## src/rtl/water_alarm_pkg.sv

```systemverilog
// Shared state encoding and warning-code constants for the water-level alarm.
package water_alarm_pkg;

    typedef enum logic [1:0] {
        ST_IDLE     = 2'd0,
        ST_PENDING  = 2'd1,
        ST_ALARM    = 2'd2,
        ST_SILENCED = 2'd3
    } alarm_state_e;

    localparam logic [2:0] WL_LOW    = 3'b001;
    localparam logic [2:0] WL_NORMAL = 3'b010;
    localparam logic [2:0] WL_HIGH   = 3'b100;
    localparam logic [2:0] CODE_NONE = 3'b000;

endpackage

```

## src/rtl/water_alarm_ctrl_if.sv

```systemverilog
// Sensor-side inputs and alarm-side outputs of water_alarm_ctrl.
interface water_alarm_ctrl_if;

    logic       en;
    logic [2:0] warn_led;
    logic       ack;
    logic       buzzer;
    logic       blink_led;
    logic [2:0] alarm_code;

    modport master (output en, warn_led, ack, input buzzer, blink_led, alarm_code);
    modport slave  (input en, warn_led, ack, output buzzer, blink_led, alarm_code);

endinterface

```

## src/rtl/alarm_blink_gen.sv

```systemverilog
// Square-wave generator for the alarm LED; restarts high on every rising edge of run.
module alarm_blink_gen #(
    parameter int unsigned BLINK_HALF = 8
) (
    input  logic clk,
    input  logic rst_n,
    input  logic run,
    output logic blink
);

    localparam logic [7:0] HALF_LAST = 8'(BLINK_HALF - 1);

    logic [7:0] cnt_q, cnt_d;
    logic       blink_q, blink_d;
    logic       run_q, run_d;

    always_comb begin
        cnt_d   = cnt_q;
        blink_d = blink_q;
        run_d   = run;
        if (!run) begin
            cnt_d   = '0;
            blink_d = 1'b0;
        end else if (!run_q) begin
            cnt_d   = '0;
            blink_d = 1'b1;
        end else if (cnt_q == HALF_LAST) begin
            cnt_d   = '0;
            blink_d = ~blink_q;
        end else begin
            cnt_d   = cnt_q + 8'd1;
        end
    end

    always_ff @(posedge clk) begin
        if (!rst_n) begin
            cnt_q   <= '0;
            blink_q <= 1'b0;
            run_q   <= 1'b0;
        end else begin
            cnt_q   <= cnt_d;
            blink_q <= blink_d;
            run_q   <= run_d;
        end
    end

    assign blink = blink_q;

endmodule

```

## src/rtl/water_alarm_ctrl.sv

```systemverilog
// Debounces abnormal water-level codes into a buzzer/LED alarm with operator silencing.
module water_alarm_ctrl
    import water_alarm_pkg::*;
#(
    parameter int unsigned HOLD_CYCLES = 4,
    parameter int unsigned BLINK_HALF  = 8
) (
    input  logic              clk,
    input  logic              rst_n,
    water_alarm_ctrl_if.slave bus
);

    localparam logic [1:0] S_IDLE     = ST_IDLE;
    localparam logic [1:0] S_PENDING  = ST_PENDING;
    localparam logic [1:0] S_ALARM    = ST_ALARM;
    localparam logic [1:0] S_SILENCED = ST_SILENCED;
    localparam logic [7:0] HOLD_LAST  = 8'(HOLD_CYCLES - 1);

    logic [1:0] state_q, state_d;
    logic [2:0] held_q, held_d;
    logic [7:0] hold_cnt_q, hold_cnt_d;
    logic       buzzer_q, buzzer_d;
    logic       silenced_q, silenced_d;
    logic [2:0] alarm_code_q, alarm_code_d;
    logic       abnormal, match, blink_run, blink;

    always_comb begin
        abnormal   = bus.en && (bus.warn_led != WL_NORMAL);
        match      = bus.en && (bus.warn_led == held_q);
        state_d    = state_q;
        held_d     = held_q;
        hold_cnt_d = hold_cnt_q;

        // Losing the held code (or enable) wins over everything, including ack.
        if (state_q != S_IDLE && !match) begin
            state_d    = S_IDLE;
            held_d     = CODE_NONE;
            hold_cnt_d = '0;
        end else begin
            case (state_q)
                S_IDLE: if (abnormal) begin
                    state_d    = S_PENDING;
                    held_d     = bus.warn_led;
                    hold_cnt_d = '0;
                end
                S_PENDING: begin
                    if (hold_cnt_q == HOLD_LAST) state_d = S_ALARM;
                    else                         hold_cnt_d = hold_cnt_q + 8'd1;
                end
                S_ALARM: if (bus.ack) state_d = S_SILENCED;
                default: ;
            endcase
        end

        buzzer_d     = (state_d == S_ALARM);
        silenced_d   = (state_d == S_SILENCED);
        alarm_code_d = (buzzer_d || silenced_d) ? held_d : CODE_NONE;
        blink_run    = buzzer_d;
    end

    always_ff @(posedge clk) begin
        if (!rst_n) begin
            state_q      <= S_IDLE;
            held_q       <= CODE_NONE;
            hold_cnt_q   <= '0;
            buzzer_q     <= 1'b0;
            silenced_q   <= 1'b0;
            alarm_code_q <= CODE_NONE;
        end else begin
            state_q      <= state_d;
            held_q       <= held_d;
            hold_cnt_q   <= hold_cnt_d;
            buzzer_q     <= buzzer_d;
            silenced_q   <= silenced_d;
            alarm_code_q <= alarm_code_d;
        end
    end

    alarm_blink_gen #(.BLINK_HALF(BLINK_HALF)) u_blink (
        .clk   (clk),
        .rst_n (rst_n),
        .run   (blink_run),
        .blink (blink)
    );

    assign bus.buzzer     = buzzer_q;
    assign bus.blink_led  = blink | silenced_q;
    assign bus.alarm_code = alarm_code_q;

endmodule
```

## src/flat_wrapper.sv

```systemverilog
// flat-port wrapper written by rule: the top's interface ports become plain ports
module water_alarm_ctrl_flat import water_alarm_pkg::*;
#(
    parameter int unsigned HOLD_CYCLES = 4,
    parameter int unsigned BLINK_HALF  = 8
)
  (clk, rst_n, bus_en, bus_warn_led, bus_ack, bus_buzzer, bus_blink_led, bus_alarm_code);
  water_alarm_ctrl_if bus_i ();
  input  logic clk;
  input  logic rst_n;
  input wire logic [$bits(bus_i.en)-1:0] bus_en;
  input wire logic [$bits(bus_i.warn_led)-1:0] bus_warn_led;
  input wire logic [$bits(bus_i.ack)-1:0] bus_ack;
  output wire logic [$bits(bus_i.buzzer)-1:0] bus_buzzer;
  output wire logic [$bits(bus_i.blink_led)-1:0] bus_blink_led;
  output wire logic [$bits(bus_i.alarm_code)-1:0] bus_alarm_code;
  assign bus_i.en = bus_en;
  assign bus_i.warn_led = bus_warn_led;
  assign bus_i.ack = bus_ack;
  assign bus_buzzer = bus_i.buzzer;
  assign bus_blink_led = bus_i.blink_led;
  assign bus_alarm_code = bus_i.alarm_code;
  water_alarm_ctrl #(.HOLD_CYCLES(HOLD_CYCLES), .BLINK_HALF(BLINK_HALF)) u_core (.clk(clk), .rst_n(rst_n), .bus(bus_i));
endmodule
```

## config.mk

```make
export PLATFORM = sky130hd
export DESIGN_NAME = water_alarm_ctrl_flat
export DESIGN_NICKNAME = d
export VERILOG_FILES = /design/src/rtl/water_alarm_pkg.sv /design/src/rtl/water_alarm_ctrl_if.sv /design/src/rtl/alarm_blink_gen.sv /design/src/rtl/water_alarm_ctrl.sv /design/src/flat_wrapper.sv
export SDC_FILE = /design/constraint.sdc
export NUM_CORES = 1
export LEC_CHECK = 0
export ABC_AREA = 1
export CAP_MARGIN = 10
export CORE_MARGIN = 3
export CORE_UTILIZATION = 55
export CTS_CLUSTER_SIZE = 14
export DETAILED_ROUTE_END_ITERATION = 10
export GPL_TIMING_DRIVEN = 0
export PLACE_DENSITY = 0.76
export SETUP_SLACK_MARGIN = 0.5
export SYNTH_ARGS = -nofsm -noshare
export SYNTH_HDL_FRONTEND = slang
export SYNTH_SLANG_ARGS = --single-unit
```

## constraint.sdc

```tcl
create_clock -name clk -period 1.8 [get_ports clk]
set_input_delay 0.54 -clock clk [delete_from_list [all_inputs] [get_ports clk]]
set_output_delay 0.54 -clock clk [all_outputs]
set_load 0.1 [all_outputs]
```

# Word-level counts from Yosys, hierarchy flattened
# Index checks and enable logic that the tools add are counted.
# word_totals
output_inout_bits,5
wordCells,52
in_bits,7
regBits,27
# op_classes
n_mux,13
eq_ne,11
bitwise_logic,5
reduce_logical,13
addsub,2
# ops
operator,count
8-bit by 1-bit adder with 8-bit output (second input constant),2
8-bit 2-to-1 mux,2
8-bit case mux with 2 select lines,1
3-bit 2-to-1 mux,3
8-bit by 2-bit == test with 1-bit output (second input constant),1
8-bit by 3-bit == test with 1-bit output (second input constant),1
2-bit 2-to-1 mux,4
2-bit == test (second input constant),3
2-bit case mux with 3 select lines,1
2-bit inequality test (second input constant),2
1-bit NOT,4
2-bit AND reduction,2
2-bit nonzero test,2
4-bit OR reduction,1
3-bit == test,1
1-bit logical AND,3
3-bit by 2-bit inequality test with 1-bit output (second input constant),1
3-bit AND reduction,1
2-bit by 1-bit == test with 1-bit output (second input constant),1
2-bit zero test,1
1-bit 2-to-1 mux,2
2-bit by 1-bit inequality test with 1-bit output (second input constant),1
2-bit OR reduction,1
1-bit zero test,1
2 further kinds,2

# Logic depth before layout (Yosys ltp)
# depth
word_depth,8
ltp_mapped,10
mapped_depth_nobuf,10

# Modules after synthesis
# Synthesis repeated with hierarchy kept, for this count alone.
# unflattened
cells_unflattened,194
hier_area_um2,1372.6
# modules_own_cells
module,area_each_um2,n_inst,cells_each,seq_area_each_um2
water_alarm_ctrl,937.1,1,137,360.3
alarm_blink_gen,435.4,1,57,200.2

# Least setup slack after synthesis
# OpenSTA, ideal clock, no wires.
# synth_timing
kind,reg2reg
from,register u_core.bus.buzzer (netlist name)
to,register u_core.u_blink.blink_q (netlist: u_core.u_blink.blink)
synth_period_minus_slack_ns,1.585
required_ns,1.686
path_stages_with_launch,5
arrival_time_ns,1.471
n_path_buf,0
setup_slack_ns,0.215
setup_time_ns,0.114
path_cell_list,dfxtp_1 o21a_1 a21oi_1 a21oi_1 nor2_1
# synth_lines
element,line_no,rtl
"end signal, assigned",alarm_blink_gen.sv:42,blink_q <= blink_d;
"end, declared",alarm_blink_gen.sv:14,"logic blink_q, blink_d;"

# Worst setup path after layout
# layout_timing
from,register u_core.silenced_q
to,output port bus_blink_led
# layout_via
elab_chain_cells,1
# layout_rtl
element,line_no,rtl
"start, declared",water_alarm_ctrl.sv:23,"logic silenced_q, silenced_d;"
"start signal, assigned",water_alarm_ctrl.sv:74,silenced_q <= silenced_d;
1-bit OR,water_alarm_ctrl.sv:87,assign bus.blink_led = blink | silenced_q;
"end, declared",flat_wrapper.sv:15,output wire logic [$bits(bus_i.blink_led)-1:0] bus_blink_led;
# No other way between the ends.

==> impl_results.md <==
* Initial antenna violation count at 0
* HPWL after detailed placement at 1810 µm
* Startpoint of the lowest-slack register-to-register path: u_core.hold_cnt_q[5]$_SDFFE_PP0P_
* Distinct cell type count of the synthesized netlist at 28
* Number of detailed-routing iterations run before antenna repair at 4
* Sum of overflow across all layers after global routing at 0
* Number of clock sinks seen by CTS at 27
* Most area-consuming cells after synthesis: sky130_fd_sc_hd__dfxtp_1, sky130_fd_sc_hd__nand2_1, sky130_fd_sc_hd__nor2_1
* Smallest hold slack at 453 ps
* Die boundary width at 54.4 µm
* Final critical-path required period at 1630 ps
* Number of buffers on the longest clock path at 2
* Post-route ant nets at 0
* Final routed DRC violation total at 0
* Via count of the first global-routing pass at 1183
* Count of filler cells inserted in the layout at 59
* Leak at 0.000808 µW
* Buffers added on ports at 11
* Fraction of post-synthesis cell area in the top cell type by area at 42.0%
* Count of hold-fix buffers inserted at cts at 0
* Synth Net Count at 177
* Instance area after placement at 0.00146 mm²
* Final Hold Viols at 0
* Largest net degree at the start of global routing at 15
* Count of H-tree levels built during CTS at 1
* Critical path launch point type: flip-flop
* Clock transition at the registers of the reported paths at 140 ps
* Initial Util at 61.8%
* Die span in y at 54.4 µm
* Core utilization of the finished layout at 95.0%
* Final worst-path cycle share at 90.8%
* Post-detailed-route via-to-cell ratio at 5.82
* Count of vias placed by the detailed router at 1345
* Area of the die at 0.00296 mm²
* Number of maximum-capacitance violations at 0
* CP endpoint kind: primary output
* TritonCTS clock tree: done
* Measured slew at the worst slew-check pin at 425 ps
* Crit path DAT at 1090 ps
* Power per cell area at 582 mW/mm²
* Relative slew slack at 71.4%
* Final-report max-slew violation count at 0
* Non-Filler Cell Area, Final at 0.00198 mm²
* Critical path peak fanout at 1
* Number of warnings issued by yosys at 0
* Clock Skews at 15.7 ps
* Ranking of synthesized cells by instance count: sky130_fd_sc_hd__nand2_1, sky130_fd_sc_hd__dfxtp_1, sky130_fd_sc_hd__nor2_1
* All-layer global routing usage at 25.3%
* Post-route setup slack at 166 ps
* Required time worst endpoint at 1260 ps
* Number of failing setup endpoints in the final timing report at 0
* Leading area contributor after synthesis: sky130_fd_sc_hd__dfxtp_1
* Synthesized area divided by synthesized cell count at 7.66 µm²
* Worst Setup Slack post-DPL at -381 ps
* RSZ-0062 raised after global routing: yes
* Routed Wire Length at 4590 µm
* Max Fclk at 0.612 GHz
* Fraction of final layout cells sized beyond drive strength 1 at 53.4%
* TritonCTS Buffers at 3
* Area Overhead vs Synth at 53.7%
* Mapped cell area at 0.00129 mm²
* Starting DRC count in detailed routing at 67
* Most common cell in the netlist: sky130_fd_sc_hd__nand2_1
* Area of the placeable core at 0.00208 mm²
* Number of cells traversed by the worst register-to-register path at 7
* Number of antenna diodes at 0
* Number of flops mapped to enable cells by yosys at 0
* Register-to-register setup slack at 330 ps
* Number of primary I/O pins at 12
* Worst Hold Depth at 1
* Min-delay src: u_core.u_blink.cnt_q[0]$_SDFF_PP0_
* Proportion of register bits with asynchronous set or reset after synthesis at 0%
* Crit Path Category: flip-flop to primary output
* Leading register cell type out of synthesis: sky130_fd_sc_hd__dfxtp_1
* Hold path endpoint: u_core.u_blink.cnt_q[0]$_SDFF_PP0_
* Net count of the finished layout at 214
* Clock Latency Late Sink at 360 ps
* Hold/Removal Path Class: flip-flop to flip-flop
* Max rail drop VDD at 0.777 mV
* Synth Register Bits at 27
* Run status: finished, final reports clean
* Worst flop-to-flop path endpoint: u_core.u_blink.cnt_q[1]$_SDFF_PP0_
* Site row count at 16
* Global-route wire length before repair at 5290 µm
* Per-cell routed wire length at 19.9 µm
* Cell count after synthesis at 168
* Routability congestion estimate at 0.727
* CTS Root Cell: sky130_fd_sc_hd__clkbuf_4
* Sequential share of the synthesized area at 42.0%
* Overall power of the completed layout at 1150 µW
==> kinds of logic after synthesis <==
kind of cell,count (synthesis),synth area share (%)
compound gates,19,8.17
xor+xnor,6,4.09
fa+ha+maj,2,1.95
buf+inv,21,6.23
flops,27,42.0
simple gates,93,37.5
==> area by class of cell <==
cell class / instances / area [µm²] / area share [%]
clock buffer: 4 / 26.3 / 1.33
buffer: 1 / 11.3 / 0.570
inverter: 20 / 116 / 5.89
multi-input combinational: 120 / 881 / 44.6
sequential: 27 / 568 / 28.7
timing repair buffer: 32 / 340 / 17.2
tap: 27 / 33.8 / 1.71
==> worst max-delay path by stage <==
| stage | depth (start not counted) | start | end | slack (ps) |
|---|---|---|---|---|
| final | 2 | u_core.silenced_q$_SDFF_PN0_ | bus_blink_led | 170 |
| after global routing | 2 | u_core.silenced_q$_SDFF_PN0_ | bus_blink_led | 130 |
| after CTS | 2 | u_core.u_blink.blink$_SDFFE_PN0P_ | bus_blink_led | 180 |
| after detailed placement | 11 | bus_warn_led[0] | u_core.u_blink.cnt_q[1]$_SDFF_PP0_ | -380 |
| after global placement | 11 | bus_warn_led[0] | u_core.u_blink.cnt_q[1]$_SDFF_PP0_ | -340 |
| after floorplan | 9 | bus_warn_led[0] | u_core.u_blink.cnt_q[1]$_SDFF_PP0_ | 450 |
==> repair_timing <==
action	in CTS	in global routing
setup buffers	15	6
pin swaps	15	20
endpoints found under the setup margin	32	31
resized for setup	78	63
==> stage by stage <==
step           std cells  setup TNS (ps)
2_1_floorplan        168               0
3_3_place_gp         206           -7300
3_5_place_dp         206           -8370
4_1_cts              225               0
5_1_grt              231               0
6_report             231               0
==> layout by cell type (no fill, tap or decap), types with 7 or more instances in the layout <==
cell type                 instances
sky130_fd_sc_hd__a21oi_2          7
sky130_fd_sc_hd__buf_4           15
sky130_fd_sc_hd__dfxtp_1         11
sky130_fd_sc_hd__dfxtp_2         13
sky130_fd_sc_hd__inv_1            9
sky130_fd_sc_hd__inv_2            7
sky130_fd_sc_hd__nand2_1         23
sky130_fd_sc_hd__nand2_4         11
sky130_fd_sc_hd__nand3_1         10
sky130_fd_sc_hd__nor2_1          15
sky130_fd_sc_hd__nor2_2           9
==> critical path: stages (launching register included) <==
cell and delay (ps):
sky130_fd_sc_hd__dfxtp_1 330, sky130_fd_sc_hd__or2_4 250, sky130_fd_sc_hd__buf_12 160
==> state kept, by name, indices dropped and copies added, names as in the netlist <==
name / count
u_core.bus.alarm_code: 3
u_core.bus.buzzer: 1
u_core.held_q: 3
u_core.hold_cnt_q: 8
u_core.silenced_q: 1
u_core.state_q: 2
u_core.u_blink.blink: 1
u_core.u_blink.cnt_q: 8
==> metal layers <==
layer	GRT usage (%)	wire, µm	up-vias
li1	-	-	609
met5	0	0	-
met3	7.90	254	30
met4	12.9	261	0
met2	44.0	2340	62
met1	27.3	1740	644
==> where the power goes <==
part,internal (µW),leakage (µW),switching [µW]
combinational,106,0.000566,147
clock,87.7,0.0000150,194
sequential,605,0.000227,10.5
No activity file was read; power rests on OpenSTA's default activity.
